==> src/rtl/fm_tune_ctrl.sv <==
// Retune and stereo-acquisition sequencer for the FM stereo receiver, paced by the sample strobe.
// Build option FM_TUNE_CTRL_SOFT_MUTE_EN: volume ramps step once per strobe; otherwise they jump in one clk.
module fm_tune_ctrl #(
  parameter int                   PHI_WIDTH      = 32,
  parameter int                   ERR_WIDTH      = 32,
  parameter int                   VOL_WIDTH      = 4,
  parameter logic [PHI_WIDTH-1:0] RESET_PHI      = '0,
  parameter int                   SETTLE_SAMPLES = 1024,
  parameter int                   LOCK_THRESH    = 65536,
  parameter int                   LOCK_COUNT     = 256,
  parameter int                   LOSS_COUNT     = 64,
  parameter int                   ACQ_TIMEOUT    = 8192
) (
  input  logic                        clk,
  input  logic                        areset,
  input  logic                        sample_valid,
  input  logic                        req_valid,
  input  logic [PHI_WIDTH-1:0]        req_phi_inc,
  output logic                        req_ready,
  input  logic signed [ERR_WIDTH-1:0] pilot_err,
  input  logic                        pilot_err_valid,
  input  logic [VOL_WIDTH-1:0]        volume_in,
  output logic [PHI_WIDTH-1:0]        phi_inc_o,
  output logic [VOL_WIDTH-1:0]        volume_o,
  output logic                        loop_hold_o,
  output logic                        stereo_o,
  output logic                        busy_o,
  output logic [2:0]                  state_o
);

  typedef enum logic [2:0] {
    IDLE      = 3'd0,
    RAMP_DOWN = 3'd1,
    RETUNE    = 3'd2,
    SETTLE    = 3'd3,
    ACQUIRE   = 3'd4,
    RAMP_UP   = 3'd5,
    RUN       = 3'd6
  } state_t;

  localparam int SET_W = $clog2(SETTLE_SAMPLES + 1);
  localparam int LCK_W = $clog2(LOCK_COUNT + 1);
  localparam int LOS_W = $clog2(LOSS_COUNT + 1);
  localparam int TMO_W = $clog2(ACQ_TIMEOUT + 1);

  localparam logic [ERR_WIDTH-1:0] ERR_MIN   = {1'b1, {(ERR_WIDTH-1){1'b0}}};
  localparam logic [ERR_WIDTH-1:0] ERR_MAX   = {1'b0, {(ERR_WIDTH-1){1'b1}}};
  localparam logic [ERR_WIDTH-1:0] THRESH_W  = ERR_WIDTH'(LOCK_THRESH);
  localparam logic [LCK_W-1:0]     LOCK_N    = LCK_W'(LOCK_COUNT);
  localparam logic [LOS_W-1:0]     LOSS_N    = LOS_W'(LOSS_COUNT);
  localparam logic [TMO_W-1:0]     TMO_N     = TMO_W'(ACQ_TIMEOUT);
  localparam logic [SET_W-1:0]     SETTLE_LAST = SET_W'(SETTLE_SAMPLES - 1);

  state_t               state;
  logic [PHI_WIDTH-1:0] phi_req;
  logic [SET_W-1:0]     settle_cnt;
  logic [LCK_W-1:0]     lock_cnt, lock_nxt;
  logic [LOS_W-1:0]     loss_cnt, loss_nxt;
  logic [TMO_W-1:0]     tmo_cnt, tmo_nxt;
  logic [ERR_WIDTH-1:0] err_abs;
  logic                 err_in;
  logic                 lock_hit, tmo_hit, loss_hit;

  assign state_o = state;

  // The most-negative error has no positive twin, so it saturates and always reads as out of threshold.
  always_comb begin
    err_abs = pilot_err[ERR_WIDTH-1] ? $unsigned(-pilot_err) : $unsigned(pilot_err);
    if ($unsigned(pilot_err) == ERR_MIN) err_abs = ERR_MAX;
    err_in = (err_abs < THRESH_W);
  end

  always_comb begin
    lock_nxt = lock_cnt;
    loss_nxt = loss_cnt;
    tmo_nxt  = tmo_cnt;
    if (pilot_err_valid) begin
      if (!err_in)               lock_nxt = '0;
      else if (lock_cnt != LOCK_N) lock_nxt = lock_cnt + 1'b1;
      if (err_in)                loss_nxt = '0;
      else if (loss_cnt != LOSS_N) loss_nxt = loss_cnt + 1'b1;
    end
    if (sample_valid && (tmo_cnt != TMO_N)) tmo_nxt = tmo_cnt + 1'b1;
    lock_hit = (lock_nxt == LOCK_N);
    loss_hit = (loss_nxt == LOSS_N);
    tmo_hit  = (tmo_nxt == TMO_N);
  end

  always_ff @(posedge clk or posedge areset) begin
    if (areset) begin
      state       <= SETTLE;
      phi_req     <= RESET_PHI;
      phi_inc_o   <= RESET_PHI;
      volume_o    <= '0;
      loop_hold_o <= 1'b1;
      stereo_o    <= 1'b0;
      req_ready   <= 1'b0;
      busy_o      <= 1'b1;
      settle_cnt  <= '0;
      lock_cnt    <= '0;
      loss_cnt    <= '0;
      tmo_cnt     <= '0;
    end else begin
      case (state)
        RAMP_DOWN: begin
          if (volume_o == '0) state <= RETUNE;
`ifdef FM_TUNE_CTRL_SOFT_MUTE_EN
          else if (sample_valid) volume_o <= volume_o - 1'b1;
`else
          else volume_o <= '0;
`endif
        end
        RETUNE: begin
          phi_inc_o   <= phi_req;
          loop_hold_o <= 1'b1;
          stereo_o    <= 1'b0;
          settle_cnt  <= '0;
          lock_cnt    <= '0;
          loss_cnt    <= '0;
          tmo_cnt     <= '0;
          state       <= SETTLE;
        end
        SETTLE: begin
          if (sample_valid) begin
            settle_cnt <= settle_cnt + 1'b1;
            if (settle_cnt == SETTLE_LAST) begin
              loop_hold_o <= 1'b0;
              state       <= ACQUIRE;
            end
          end
        end
        ACQUIRE: begin
          lock_cnt <= lock_nxt;
          tmo_cnt  <= tmo_nxt;
          // Lock is checked first so a lock landing on the timeout strobe still yields stereo.
          if (lock_hit) begin
            stereo_o <= 1'b1;
            state    <= RAMP_UP;
          end else if (tmo_hit) begin
            stereo_o <= 1'b0;
            state    <= RAMP_UP;
          end
        end
        RAMP_UP: begin
`ifdef FM_TUNE_CTRL_SOFT_MUTE_EN
          if (volume_o >= volume_in) begin
            volume_o  <= volume_in;
            state     <= RUN;
            req_ready <= 1'b1;
            busy_o    <= 1'b0;
          end else if (sample_valid) begin
            volume_o <= volume_o + 1'b1;
          end
`else
          volume_o  <= volume_in;
          state     <= RUN;
          req_ready <= 1'b1;
          busy_o    <= 1'b0;
`endif
        end
        RUN: begin
          volume_o <= volume_in;
          loss_cnt <= loss_nxt;
          if (loss_hit) stereo_o <= 1'b0;
          if (req_valid && req_ready) begin
            phi_req   <= req_phi_inc;
            state     <= RAMP_DOWN;
            req_ready <= 1'b0;
            busy_o    <= 1'b1;
          end
        end
        // IDLE and the spare encoding both recover by reloading the latched increment.
        default: state <= RETUNE;
      endcase
    end
  end

endmodule

==> config.mk <==
export PLATFORM = sky130hd
export DESIGN_NAME = fm_tune_ctrl
export DESIGN_NICKNAME = d
export VERILOG_FILES = /design/src/rtl/fm_tune_ctrl.sv
export SDC_FILE = /design/constraint.sdc
export NUM_CORES = 1
export LEC_CHECK = 0
export ABC_CLOCK_PERIOD_IN_PS = 3600
export BUFFER_PORTS_ARGS = -buffer_cell sky130_fd_sc_hd__buf_2
export CORE_ASPECT_RATIO = 1.25
export CORE_UTILIZATION = 49
export DETAILED_ROUTE_END_ITERATION = 7
export MAX_ROUTING_LAYER = met4
export PLACE_DENSITY = 0.77
export REMOVE_ABC_BUFFERS = 1
export SLEW_MARGIN = 20
export SYNTH_ARGS = -nofsm -noshare
export SYNTH_HDL_FRONTEND = slang
export SYNTH_SLANG_ARGS = --single-unit
==> constraint.sdc <==
create_clock -name clk -period 3.6 [get_ports clk]
set_input_delay 0.36 -clock clk [delete_from_list [all_inputs] [get_ports clk]]
set_output_delay 0.36 -clock clk [all_outputs]
set_load 0.05 [all_outputs]
After elaboration in Yosys (flattened, before gate mapping)
Index checks and enable logic that the tools add are counted.
{"block": "totals", "regBits": 116, "word_cells": 90}
{"block": "op_classes", "addsub": 5, "n_lt_le_gt_ge": 1, "n_eq_ne": 21, "muxes": 34, "n_reduce_logical": 17}
{"cell": "$mux 32", "count": 2}
{"cell": "$eq 32x32->1 const B", "count": 1}
{"cell": "$lt 32x17->1 const B", "count": 1}
{"cell": "$neg 32->32", "count": 1}
{"cell": "$pmux 14 s2", "count": 1}
{"cell": "$mux 9", "count": 3}
{"cell": "$pmux 11 s2", "count": 1}
{"cell": "$mux 7", "count": 3}
{"cell": "$mux 3", "count": 6}
{"cell": "$pmux 3 s6", "count": 1}
{"cell": "$pmux 9 s2", "count": 1}
{"cell": "$add 14x1->14 const B", "count": 1}
{"cell": "$eq 14x14->1 const B", "count": 1}
{"cell": "$mux 14", "count": 1}
{"cell": "$ne 14x14->1 const B", "count": 1}
{"cell": "$pmux 7 s2", "count": 1}
{"cell": "$ne 2x2->1 const B", "count": 6}
{"cell": "$add 11x1->11 const B", "count": 1}
{"cell": "$eq 11x10->1 const B", "count": 1}
{"cell": "$mux 11", "count": 1}
{"cell": "$reduce_bool 2->1", "count": 5}
{"cell": "$add 9x1->9 const B", "count": 1}
{"cell": "$eq 3x3->1 const B", "count": 3}
{"cell": "$eq 9x9->1 const B", "count": 1}
{"cell": "19 further kinds", "count": 33}

Longest topological paths before layout
Gate-level depths: netlist of the first run.
{"block": "logic_depth", "ltp_word": 9, "ltp_mapped": 11, "mapped_depth_nobuf": 10}

Least setup slack after synthesis of the first run
Ideal clock, no wire load.
{"block": "synth_path", "kind": "input-to-reg", "from": "in pilot_err[22]", "to": "reg lock_cnt[2]", "setup_ps": 66, "t_arrival_ps": 2570, "required_time_ps": 3534, "slack_ps": 964, "cell_stages": 10, "path_cell_list": "buf_2 nor4_1 a21o_1 a32oi_1 or4_4 nor4_4 a21oi_4 buf_6 o31ai_2 o31a_1"}
{"block": "synth_via", "elab_chain_len": 7, "word_cells_on_any_way": 8, "classes_between": "1 x add/sub; 1 x order compare; 1 x eq/ne; 5 x mux"}
{"element": "start: declaration", "line_no": "20", "source": "input logic signed [ERR_WIDTH-1:0] pilot_err,"}
{"element": "$neg 32->32", "line_no": "68", "source": "err_abs = pilot_err[ERR_WIDTH-1] ? $unsigned(-pilot_err) : $unsigned(pilot_err);"}
{"element": "$mux 32", "line_no": "68"}
{"element": "$mux 32 (*)", "line_no": "69", "source": "if ($unsigned(pilot_err) == ERR_MIN) err_abs = ERR_MAX;"}
{"element": "$lt 32x17->1 (*)", "line_no": "70", "source": "err_in = (err_abs < THRESH_W);"}
{"element": "$mux 9 (*)", "line_no": "78", "source": "if (!err_in) lock_nxt = '0;"}
{"element": "$mux 9 (*)", "line_no": "77", "source": "if (pilot_err_valid) begin"}
{"element": "$pmux 9 s2 (*)", "line_no": "104", "source": "case (state)"}
{"element": "end signal: assignment", "line_no": "133", "source": "lock_cnt <= lock_nxt;"}
{"element": "end: declaration", "line_no": "57", "source": "logic [LCK_W-1:0] lock_cnt, lock_nxt;"}
Mark *: on every way between the ends. The rest lies on a longest branch, timed or not.
A chain may end at the register's enable or synchronous reset.

Worst setup path after layout of the first run
{"block": "layout_path", "from": "reg tmo_cnt[2]", "to": "reg stereo_o"}
{"block": "layout_via", "elab_chain_len": 6, "word_cells_on_any_way": 7, "classes_between": "1 x add/sub; 3 x eq/ne; 1 x mux; 2 x reduce/logical"}
{"element": "start: declaration", "line_no": "59", "source": "logic [TMO_W-1:0] tmo_cnt, tmo_nxt;"}
{"element": "start signal: assignment", "line_no": "134", "source": "tmo_cnt <= tmo_nxt;"}
{"element": "branches (longest 2 deep; another with $add 14x1->14)"}
{"element": "$mux 14 (*)", "line_no": "83", "source": "if (sample_valid && (tmo_cnt != TMO_N)) tmo_nxt = tmo_cnt + 1'b1;"}
{"element": "$eq 14x14->1 (*)", "line_no": "86", "source": "tmo_hit = (tmo_nxt == TMO_N);"}
{"element": "$ne 3x3->1 (no source line) (*)"}
{"element": "$reduce_and 3->1 (no source line) (*)"}
{"element": "end signal: assignment", "line_no": "96", "source": "stereo_o <= 1'b0;"}
{"element": "end signal: assignment", "line_no": "116", "source": "stereo_o <= 1'b0;"}
{"element": "end signal: assignment", "line_no": "137", "source": "stereo_o <= 1'b1;"}
{"element": "end: declaration", "line_no": "26", "source": "output logic stereo_o,"}
Every way passes the cells marked *.

==> results of run 1 <==
stage by stage:
| stage | setup WS [ns] | cells |
|---|---|---|
| after global routing | 0.4480 | 955 |
| after floorplan | 0.1742 | 637 |
| after detailed placement | 0.4648 | 923 |
| after CTS | 0.6757 | 955 |
| final | 0.6800 | 955 |
| after global placement | 0.5850 | 923 |
power groups by stage:
stage / registers, W / clock network (W) / logic (W)
6_report: 0.00136 / 0.00175 / 0.000183
5_1_grt: 0.00137 / 0.00184 / 0.000207
4_1_cts: 0.00136 / 0.00177 / 0.000185
3_5_place_dp: 0.00138 / 0 / 0.000181
3_3_place_gp: 0.00138 / 0 / 0.000174
2_1_floorplan: 0.00138 / 0 / 0.000100
registers in the layout, indices dropped and copies added (netlist names):
signal       cells
busy_o           1
lock_cnt         9
loop_hold_o      1
loss_cnt         7
phi_inc_o       32
phi_req         32
req_ready        1
settle_cnt      11
state_o          3
stereo_o         1
tmo_cnt         14
volume_o         4
final timing paths:
path / from / to / slack [ns] / depth (start not counted)
hold / removal: areset / tmo_cnt[13] / 0.15 / 2
hold reg to reg: phi_inc_o[25] / phi_inc_o[25] / 0.47 / 2
setup / recovery: tmo_cnt[2] / stereo_o / 0.68 / 8
min in group clk: volume_in[3] / volume_o[3] / 0.17 / 2
setup reg to reg: tmo_cnt[2] / stereo_o / 0.68 / 8
max in group asynchronous: areset / loop_hold_o / 2.63 / 3
logic make-up after synthesis:
logic type      Yosys count  synth area share (%)
simple gates            312                 24.65
compound gates          135                 15.20
flops                   116                 47.27
buf+inv                  53                 3.458
mux                      32                 5.858
xor+xnor                 15                 2.136
fa+ha+maj                 7                 1.424
critical path: cells and delay by family (launching register included):
kind / cells / cell delay (ns)
buf+inv: 1 / 0.20
flops: 1 / 0.49
compound gates: 4 / 0.81
simple gates: 3 / 1.29
synthesized netlist by cell type (all sizes together) (5+ instances only):
master | number | area [µm²]
o22ai | 6 | 37.54
o311ai | 5 | 58.81
o31ai | 6 | 50.05
o21a | 5 | 37.54
a31oi | 12 | 75.07
and4 | 5 | 43.79
mux2 | 32 | 360.4
nand2 | 147 | 551.8
nand3 | 25 | 125.1
nor2b | 6 | 37.54
nor3b | 6 | 45.04
inv | 18 | 67.56
nor2 | 39 | 146.4
a21oi | 27 | 146.4
dfrtp | 112 | 2803
nor4 | 19 | 140.1
and2 | 6 | 37.54
nor3 | 12 | 65.06
and3 | 12 | 75.07
or3 | 6 | 42.54
xor2 | 8 | 70.07
ha | 7 | 87.58
or4 | 5 | 45.04
a22o | 5 | 43.79
o21ai | 36 | 180.2
clkbuf | 29 | 111.4
nand4 | 14 | 87.58
xnor2 | 7 | 61.31
layout make-up:
cell class / instances / area (µm²) / area share, %
multi-input combinational: 501 / 3035 / 40.53
sequential: 116 / 2908 / 38.83
timing repair buffer: 122 / 640.6 / 8.555
clock buffer: 17 / 425.4 / 5.681
tap: 164 / 205.2 / 2.740
clock inverter: 15 / 196.4 / 2.623
inverter: 20 / 77.57 / 1.036
routing by layer:
metal  share of wire, %  track usage [%]  wire length, µm
met5                  0                -                0
met4                1.1            8.151              172
met3                4.6            4.923              703
met2                 52            42.87             7975
met1                 42            29.76             6359
==> results_dict.tcl, run 1 <==
set metrics [dict create \
    place_area_um2 6867 \
    finalCriticalPeriod_ns 2.920 \
    crit_arrival_ns 3.19 \
    cts_resized 0 \
    io-pin-count 116 \
    cts_tree "yes" \
    grt_pass1_vias 5327 \
    dieArea_um2 13010 \
    hold_buffers 0 \
    vias 5539 \
    ant_nets 0 \
    grt_max_degree 76 \
    grt_pass1_wl_um 25190 \
    die_y_um 127.3 \
    die_x_um 102.2 \
    wl_per_cell_um 15.93 \
    final_area_um2 7488 \
    maxCapViolCount 0 \
    drt_first_pass_iters 5 \
    area_growth_pct 21.75 \
    grt_usage_pct 25.22 \
    synth_edf_count 0 \
    min_period_over_period_pct 81.11 \
    final_cell_mix "147 x nand2_1, 115 x buf_2, 112 x dfrtp_1" \
    critPathLaunchType "flop" \
    cts.path.max_buffers 2 \
    start_util_pct 50.34 \
    power_w 0.003295 \
    via_per_inst 5.800 \
    setup_tns_ns 0 \
    p_leak_nw 3.582 \
    gp_congestion 0.9349 \
    cp_max_fo 8 \
    p_clk_share_pct 53.1 \
    cts_sinks 116 \
    async_flop_share_pct 100.0 \
    status "complete, no violations" \
    netSwitchingFraction_pct 23.62 \
    path_clk_slew_ns 0.06 \
    rsz0062_at_grt "no" \
    ys_seq_area_share_pct 47.27 \
    hp-class "primary input to asynchronous set/reset pin" \
    syn_inst 670 \
    io_buffers 115 \
    vdd_drop_max_uv 293.4 \
    overflow 0 \
    p_seq_share_pct 41.4 \
    setup_viol 0 \
    rows 45 \
    core_area_um2 12220 \
    cts_made_buffers 17 \
    skew_ns 0.006380 \
    hpwl_um 10510 \
    crit_path_end_kind "flop" \
    finalHoldViolCount 0 \
    yosys_warnings 0 \
    insertion_delay_ns 0.41 \
    utilization_pct 61.29 \
    cp.required_ns 3.87 \
    critPathMostFrequentCell "or4_1" \
    hold_slack_ns 0.1535 \
    layout-drive-gt1-share_pct 26.04 \
    slowest_delay_ns 0.60 \
    worst-setup-path-type "flop to flop" \
    synth_area_per_cell_um2 9.180 \
    initialDrtViolationCount 434 \
    crit_slowest_cell "or4_1" \
    cp_cell_sequence "nand3_1, or4_1, or4_1, a2111oi_1, buf_4, a21oi_1, a31oi_1, o221ai_1" \
    p_comb_share_pct 5.6 \
    diodes 0 \
    switchingPower_w 0.0007783 \
    yosysUniqueCellTypes 69 \
    tightest_slew_ns 0.9282 \
    drc_errors 0 \
    p_int_w 0.002517 \
    root_buffer "clkbuf_16" \
    wl_um 15210 \
    synth-seq-cells 116 \
    fillCellCount 1017 \
    htree_levels 4 \
    timing.slew.headroom_pct 37.89 \
    slew_viol_final 0 \
    final_common_cell "nand2_1" \
    synth_area_um2 6151 \
    ys.flop_type "dfrtp_1" \
    final_nets 858 \
    grt_antenna_before_repair 0 \
    p_per_area_nw_per_um2 440.0 \
    timing.fmax_ghz 0.3425 \
    cts_setup_buffers 0 \
]
No activity file was read; power rests on OpenSTA's default activity.
==> run 2, diff against run 1 <==
Settings changed: ABC_AREA from default to 1, ABC_CLOCK_PERIOD_IN_PS 3600 to 2700, PLACE_DENSITY 0.77 to 0.73.
Clock period 3.6 ns to 2.7 ns, I/O delays scaled along.
==> results_dict.tcl, run 2 <==
set metrics [dict create \
    status "complete, but fails checks" \
    violations "negative hold slack" \
    insertion_delay_ns 0.41 \
    p_comb_share_pct 6.8 \
    wl_per_cell_um 13.23 \
    synth_edf_count 0 \
    root_buffer "clkbuf_16" \
    cts_made_buffers 17 \
    ys_seq_area_share_pct 44.51 \
    synth_area_um2 6533 \
    io_buffers 115 \
    area_growth_pct 21.28 \
    synthTopCellsByArea "dfrtp_1 43%, nand2_1 13%, o21ai_0 7.0%" \
    layout-drive-gt1-share_pct 22.50 \
    p_seq_share_pct 40.8 \
    path_clk_slew_ns 0.06 \
    htree_levels 4 \
    top_regs "phi_inc_o (32), phi_req (32), tmo_cnt (14)" \
    synth_most_common_cell "nand2_1" \
    cts.path.max_buffers 2 \
    rows 46 \
    p_per_area_nw_per_um2 563.2 \
    cts_setup_buffers 0 \
    finalCriticalPeriod_ns 2.389 \
    vdd_drop_max_uv 536.3 \
    gp_congestion 0.8855 \
    final_cell_mix "225 x nand2_1, 115 x buf_2, 112 x dfrtp_1" \
    cts_tree "yes" \
    crit_arrival_ns 2.68 \
    netSwitchingFraction_pct 24.15 \
    core_area_um2 12830 \
    min_period_over_period_pct 88.47 \
    hpwl_um 11040 \
    yosysUniqueCellTypes 42 \
    top_layer "met4" \
    final_nets 1067 \
    skew_ns 0.01008 \
    drc_errors 0 \
    hold_buffers 0 \
    setup_viol 0 \
    layout_setup_ws_ns 0.3112 \
    timing.slew.headroom_pct 52.90 \
    via_per_inst 5.067 \
    grt_antenna_before_repair 0 \
    async_flop_share_pct 100.0 \
    wl_um 15460 \
    die_y_um 131.1 \
    ys.flop_type "dfrtp_1" \
    initialDrtViolationCount 281 \
    diodes 0 \
    rsz0062_at_grt "no" \
    cts_resized 0 \
    met3_length_um 629 \
    p_int_w 0.003384 \
    crit_slowest_cell "dfrtp_1" \
    vias 5918 \
    syn_inst 867 \
    yosysTopAreaCellShare_pct 42.90 \
    cts_sinks 116 \
    path_delay_family "simple AND/OR/NAND/NOR gates" \
    final_area_um2 7923 \
    cp.required_ns 2.99 \
    yosys_warnings 0 \
    dieArea_um2 13800 \
    worst-setup-path-type "flop to flop" \
    place_area_um2 7308 \
    crit_path_end_kind "flop" \
    yosys-top-cells-count "225 x nand2_1, 112 x dfrtp_1, 112 x inv_1, 92 x o21ai_0, 69 x nor2_1" \
    timing.fmax_ghz 0.4186 \
    synth_area_per_cell_um2 7.535 \
    start_util_pct 50.90 \
    final_common_cell "nand2_1" \
    cp_max_fo 19 \
    synth_area_leader_cell "dfrtp_1" \
    switchingPower_w 0.001078 \
    slowest_delay_ns 0.40 \
    dr_wl_met2_um 7578 \
    io-pin-count 116 \
    synth-seq-cells 116 \
    drt_first_pass_iters 5 \
    ant_nets 0 \
    wl_met1_um 7026 \
    finalHoldViolCount 26 \
    cp_cell_sequence "inv_1, ha_1, nand3_1, nor2_1, nand2_1, nand2_4, inv_4, o21ai_0, nand2_1, inv_1, nand3_1, nor3_2, nor2_1, nand2_2, nand2_4, nand2_2, o21ai_2" \
    overflow 0 \
    p_leak_nw 3.955 \
    hp-class "primary input to asynchronous set/reset pin" \
    slew_viol_final 0 \
    timing.critical_path.buf_inv 3 \
    grt_max_degree 66 \
    grt_usage_pct 24.92 \
    tightest_slew_ns 0.7066 \
    grt_pass1_wl_um 26390 \
    p_clk_share_pct 52.4 \
    hold_slack_ns -0.02198 \
    maxCapViolCount 0 \
    die_x_um 105.3 \
    critPathLaunchType "flop" \
    dp_slack_ns 0.3407 \
    grt_pass1_vias 5782 \
]
==> run 2: cell type report <==
| class | instances | area, µm² |
|---|---|---|
| inverter | 126 | 478.0 |
| fill | 1182 | 4912 |
| clock inverter | 13 | 171.4 |
| sequential | 116 | 2908 |
| clock buffer | 19 | 442.9 |
| timing repair buffer | 124 | 668.1 |
| multi-input combinational | 602 | 3044 |
| tap | 168 | 210.2 |
==> run 2: stage by stage <==
| step | TNS (ns) | std cells | hold WS (ns) | total power [W] | utilization (%) |
|---|---|---|---|---|---|
| after floorplan | -71.21 | 844 | 0.3910 | 0.002031 | - |
| after global placement | 0 | 1136 | 0.4400 | 0.002151 | 56.94 |
| after detailed placement | 0 | 1136 | 0.4401 | 0.002156 | 56.94 |
| after CTS | 0 | 1168 | 0.006616 | 0.004488 | 61.73 |
| after global routing | 0 | 1168 | 0.04039 | 0.004629 | 61.73 |
| final | 0 | 1168 | -0.02198 | 0.004462 | 61.73 |
==> run 2: metal layers <==
metal  track usage [%]  up-vias
met1             30.59     2745
met3             5.536       22
met4             8.036        0
met2             41.14      128
li1                  -     3023
met5                 -        -
==> run 2: worst paths after layout <==
path / startpoint / endpoint / slack [ns] / depth (start not counted)
setup / recovery: tmo_cnt[0] / state_o[2] / 0.31 / 17
min in group clk: req_phi_inc[9] / phi_req[9] / 0.06 / 3
max in group asynchronous: areset / state_o[1] / 1.97 / 3
setup reg to reg: tmo_cnt[0] / state_o[2] / 0.31 / 17
hold / removal: areset / phi_req[13] / -0.02 / 2
hold reg to reg: loop_hold_o / loop_hold_o / 0.47 / 2
==> run 2: kinds of logic (layout without fill, tap and decap cells) <==
logic type | after synthesis | in the layout | share of synthesized area, %
AOI/OAI and AO/OA | 136 | 136 | 11.43
xor gates and xnor gates | 25 | 25 | 3.352
adders and majority gates | 7 | 7 | 1.341
buffers and inverters | 149 | 282 | 8.887
DFF | 116 | 116 | 44.51
and+or+nand+nor | 434 | 434 | 30.47
==> run 2: power groups by stage <==
stage                     Combinational [W]  Clock [W]  Sequential [W]
after floorplan                    0.000190          0         0.00184
after global placement             0.000302          0         0.00185
after detailed placement           0.000307          0         0.00185
after CTS                          0.000307    0.00236         0.00182
after global routing               0.000350    0.00245         0.00183
final                              0.000302    0.00234         0.00182
==> run 2: worst register-to-register path, cell delays in order (launching register included) <==
cell,delay (ns)
dfrtp_1,0.40
inv_1,0.13
ha_1,0.17
nand3_1,0.07
nor2_1,0.12
nand2_1,0.10
nand2_4,0.12
inv_4,0.09
o21ai_0,0.23
nand2_1,0.10
inv_1,0.06
nand3_1,0.08
nor3_2,0.17
nor2_1,0.08
nand2_2,0.10
nand2_4,0.09
nand2_2,0.08
o21ai_2,0.05
==> run 3, diff against run 2 <==
==> constraint.sdc (replaced) <==
create_clock -name clk -period 2.7 [get_ports clk]
set_input_delay 0.135 -clock clk [delete_from_list [all_inputs] [get_ports clk]]
set_output_delay 0.135 -clock clk [all_outputs]
set_load 0.05 [all_outputs]
==> results_dict.tcl, run 3 (synthesis gave the netlist of run 2 again) <==
set metrics [dict create \
    min_period_over_period_pct 87.80 \
    grt_pass1_wl_um 27360 \
    diodes 0 \
    p_per_area_nw_per_um2 532.2 \
    grt_antenna_before_repair 0 \
    cts_tree "yes" \
    wl_per_cell_um 13.28 \
    die_y_um 131.1 \
    p_comb_share_pct 7.9 \
    initialDrtViolationCount 336 \
    wl_um 15980 \
    start_util_pct 50.90 \
    layout-drive-gt1-share_pct 21.55 \
    cts.path.max_buffers 2 \
    utilization_pct 64.37 \
    cp.required_ns 2.99 \
    finalHoldViolCount 0 \
    netSwitchingFraction_pct 23.45 \
    gp_congestion 0.9046 \
    cts_sinks 116 \
    final_common_cell "nand2_1" \
    grt_max_degree 93 \
    grt_usage_pct 25.67 \
    ant_nets 0 \
    die_x_um 105.3 \
    overflow 0 \
    wl_met1_um 6971 \
    power_w 0.004397 \
    path_clk_slew_ns 0.05 \
    dr_wl_met2_um 7892 \
    vdd_drop_max_uv 385.9 \
    tightest_slew_ns 0.6877 \
    timing.critical_path.buf_inv 3 \
    top_layer "met4" \
    core_area_um2 12830 \
    grt_pass1_vias 5955 \
    critPathLaunchType "flop" \
    p_leak_nw 4.103 \
    top_regs "phi_inc_o (32), phi_req (32), tmo_cnt (14)" \
    worst-setup-path-type "flop to flop" \
    rsz0062_at_grt "no" \
    final_nets 1102 \
    p_clk_share_pct 50.6 \
    hpwl_um 10980 \
    crit_arrival_ns 2.66 \
    maxCapViolCount 0 \
    path_delay_family "simple AND/OR/NAND/NOR gates" \
    switchingPower_w 0.001031 \
    slowest_delay_ns 0.40 \
    timing.slew.headroom_pct 54.10 \
    cts_made_buffers 17 \
    drt_first_pass_iters 5 \
    timing.fmax_ghz 0.4219 \
    setup_viol 0 \
    io_buffers 115 \
    status "complete, no violations" \
    crit_path_end_kind "flop" \
    cp_cell_sequence "inv_1, ha_1, nand3_1, nor2_1, nand2_1, nand2_4, inv_4, o21ai_0, nand2_1, inv_1, nand3_1, nor3_2, nor2_1, nand2_2, nand2_4, nand2_2, o21ai_2" \
    rows 46 \
    cts_resized 0 \
    dieArea_um2 13800 \
    hp-class "primary input to flop" \
    io-pin-count 116 \
    slew_viol_final 0 \
    insertion_delay_ns 0.41 \
    root_buffer "clkbuf_16" \
    area_growth_pct 26.47 \
    final_cell_mix "225 x nand2_1, 115 x buf_2, 112 x dfrtp_1" \
    crit_slowest_cell "dfrtp_1" \
    drc_errors 0 \
    p_int_w 0.003366 \
    cp_max_fo 19 \
    met3_length_um 754 \
    via_per_inst 5.106 \
    skew_ns 0.007701 \
    htree_levels 4 \
    vias 6143 \
    finalCriticalPeriod_ns 2.370 \
    p_seq_share_pct 41.5 \
]
==> run 3: final timing paths <==
check,startpoint,end,slack [ns],cells past startpoint
min,req_valid,req_ready,0.10,4
max,tmo_cnt[0],state_o[2],0.33,17
min reg2reg,loop_hold_o,loop_hold_o,0.47,2
min in group asynchronous,areset,phi_req[27],0.26,3
max reg2reg,tmo_cnt[0],state_o[2],0.33,17
max in group asynchronous,areset,state_o[1],1.65,4
==> run 3: per-layer routing <==
| layer | global-route usage, % | vias to the layer above |
|---|---|---|
| met3 | 4.152 | 25 |
| met4 | 10.85 | 0 |
| met2 | 42.65 | 173 |
| li1 | - | 3095 |
| met5 | - | - |
| met1 | 31.31 | 2850 |
==> run 3: what timing repair did <==
action | CTS | global route
buffers inserted | 0 | 0
endpoints found under the setup margin | 0 | 0
hold buffers | 37 | 0
hold endpoints to repair | 60 | 0
==> run 3: power groups by stage <==
stage                     sequential (W)  clock [W]  combinational [W]
after floorplan                  0.00184          0           0.000190
after global routing             0.00183    0.00234           0.000395
final                            0.00182    0.00222           0.000349
after CTS                        0.00182    0.00227           0.000349
after detailed placement         0.00185          0           0.000307
after global placement           0.00185          0           0.000301
==> run 3: layout make-up <==
cell class / instances / area (µm²)
fillers: 1087 / 4573
multi-input cells: 602 / 3044
flip-flops and latches: 116 / 2908
repair buffers: 159 / 1023
inverters: 126 / 478.0
clock buffers: 21 / 470.5
well taps: 168 / 210.2
clock inverters: 11 / 127.6
==> run 3: metrics by stage <==
step	setup WS (ns)	hold slack, ns	instance area [µm²]	setup TNS [ns]	cells
floorplan	-0.5008	0.2560	6427	-56.09	844
global placement	0.4219	0.1248	7293	0	1134
detailed placement	0.3559	0.1255	7293	0	1134
CTS	0.3488	0.08362	8262	0	1203
global route	0.05452	0.1494	8262	0	1203
finish	0.3295	0.1017	8262	0	1203
==> run 3: tightest hold or removal path, delay by kind of cell <==
family / cells / cell delay [ns]
buf+inv: 1 / 0.12
simple gates: 3 / 0.22
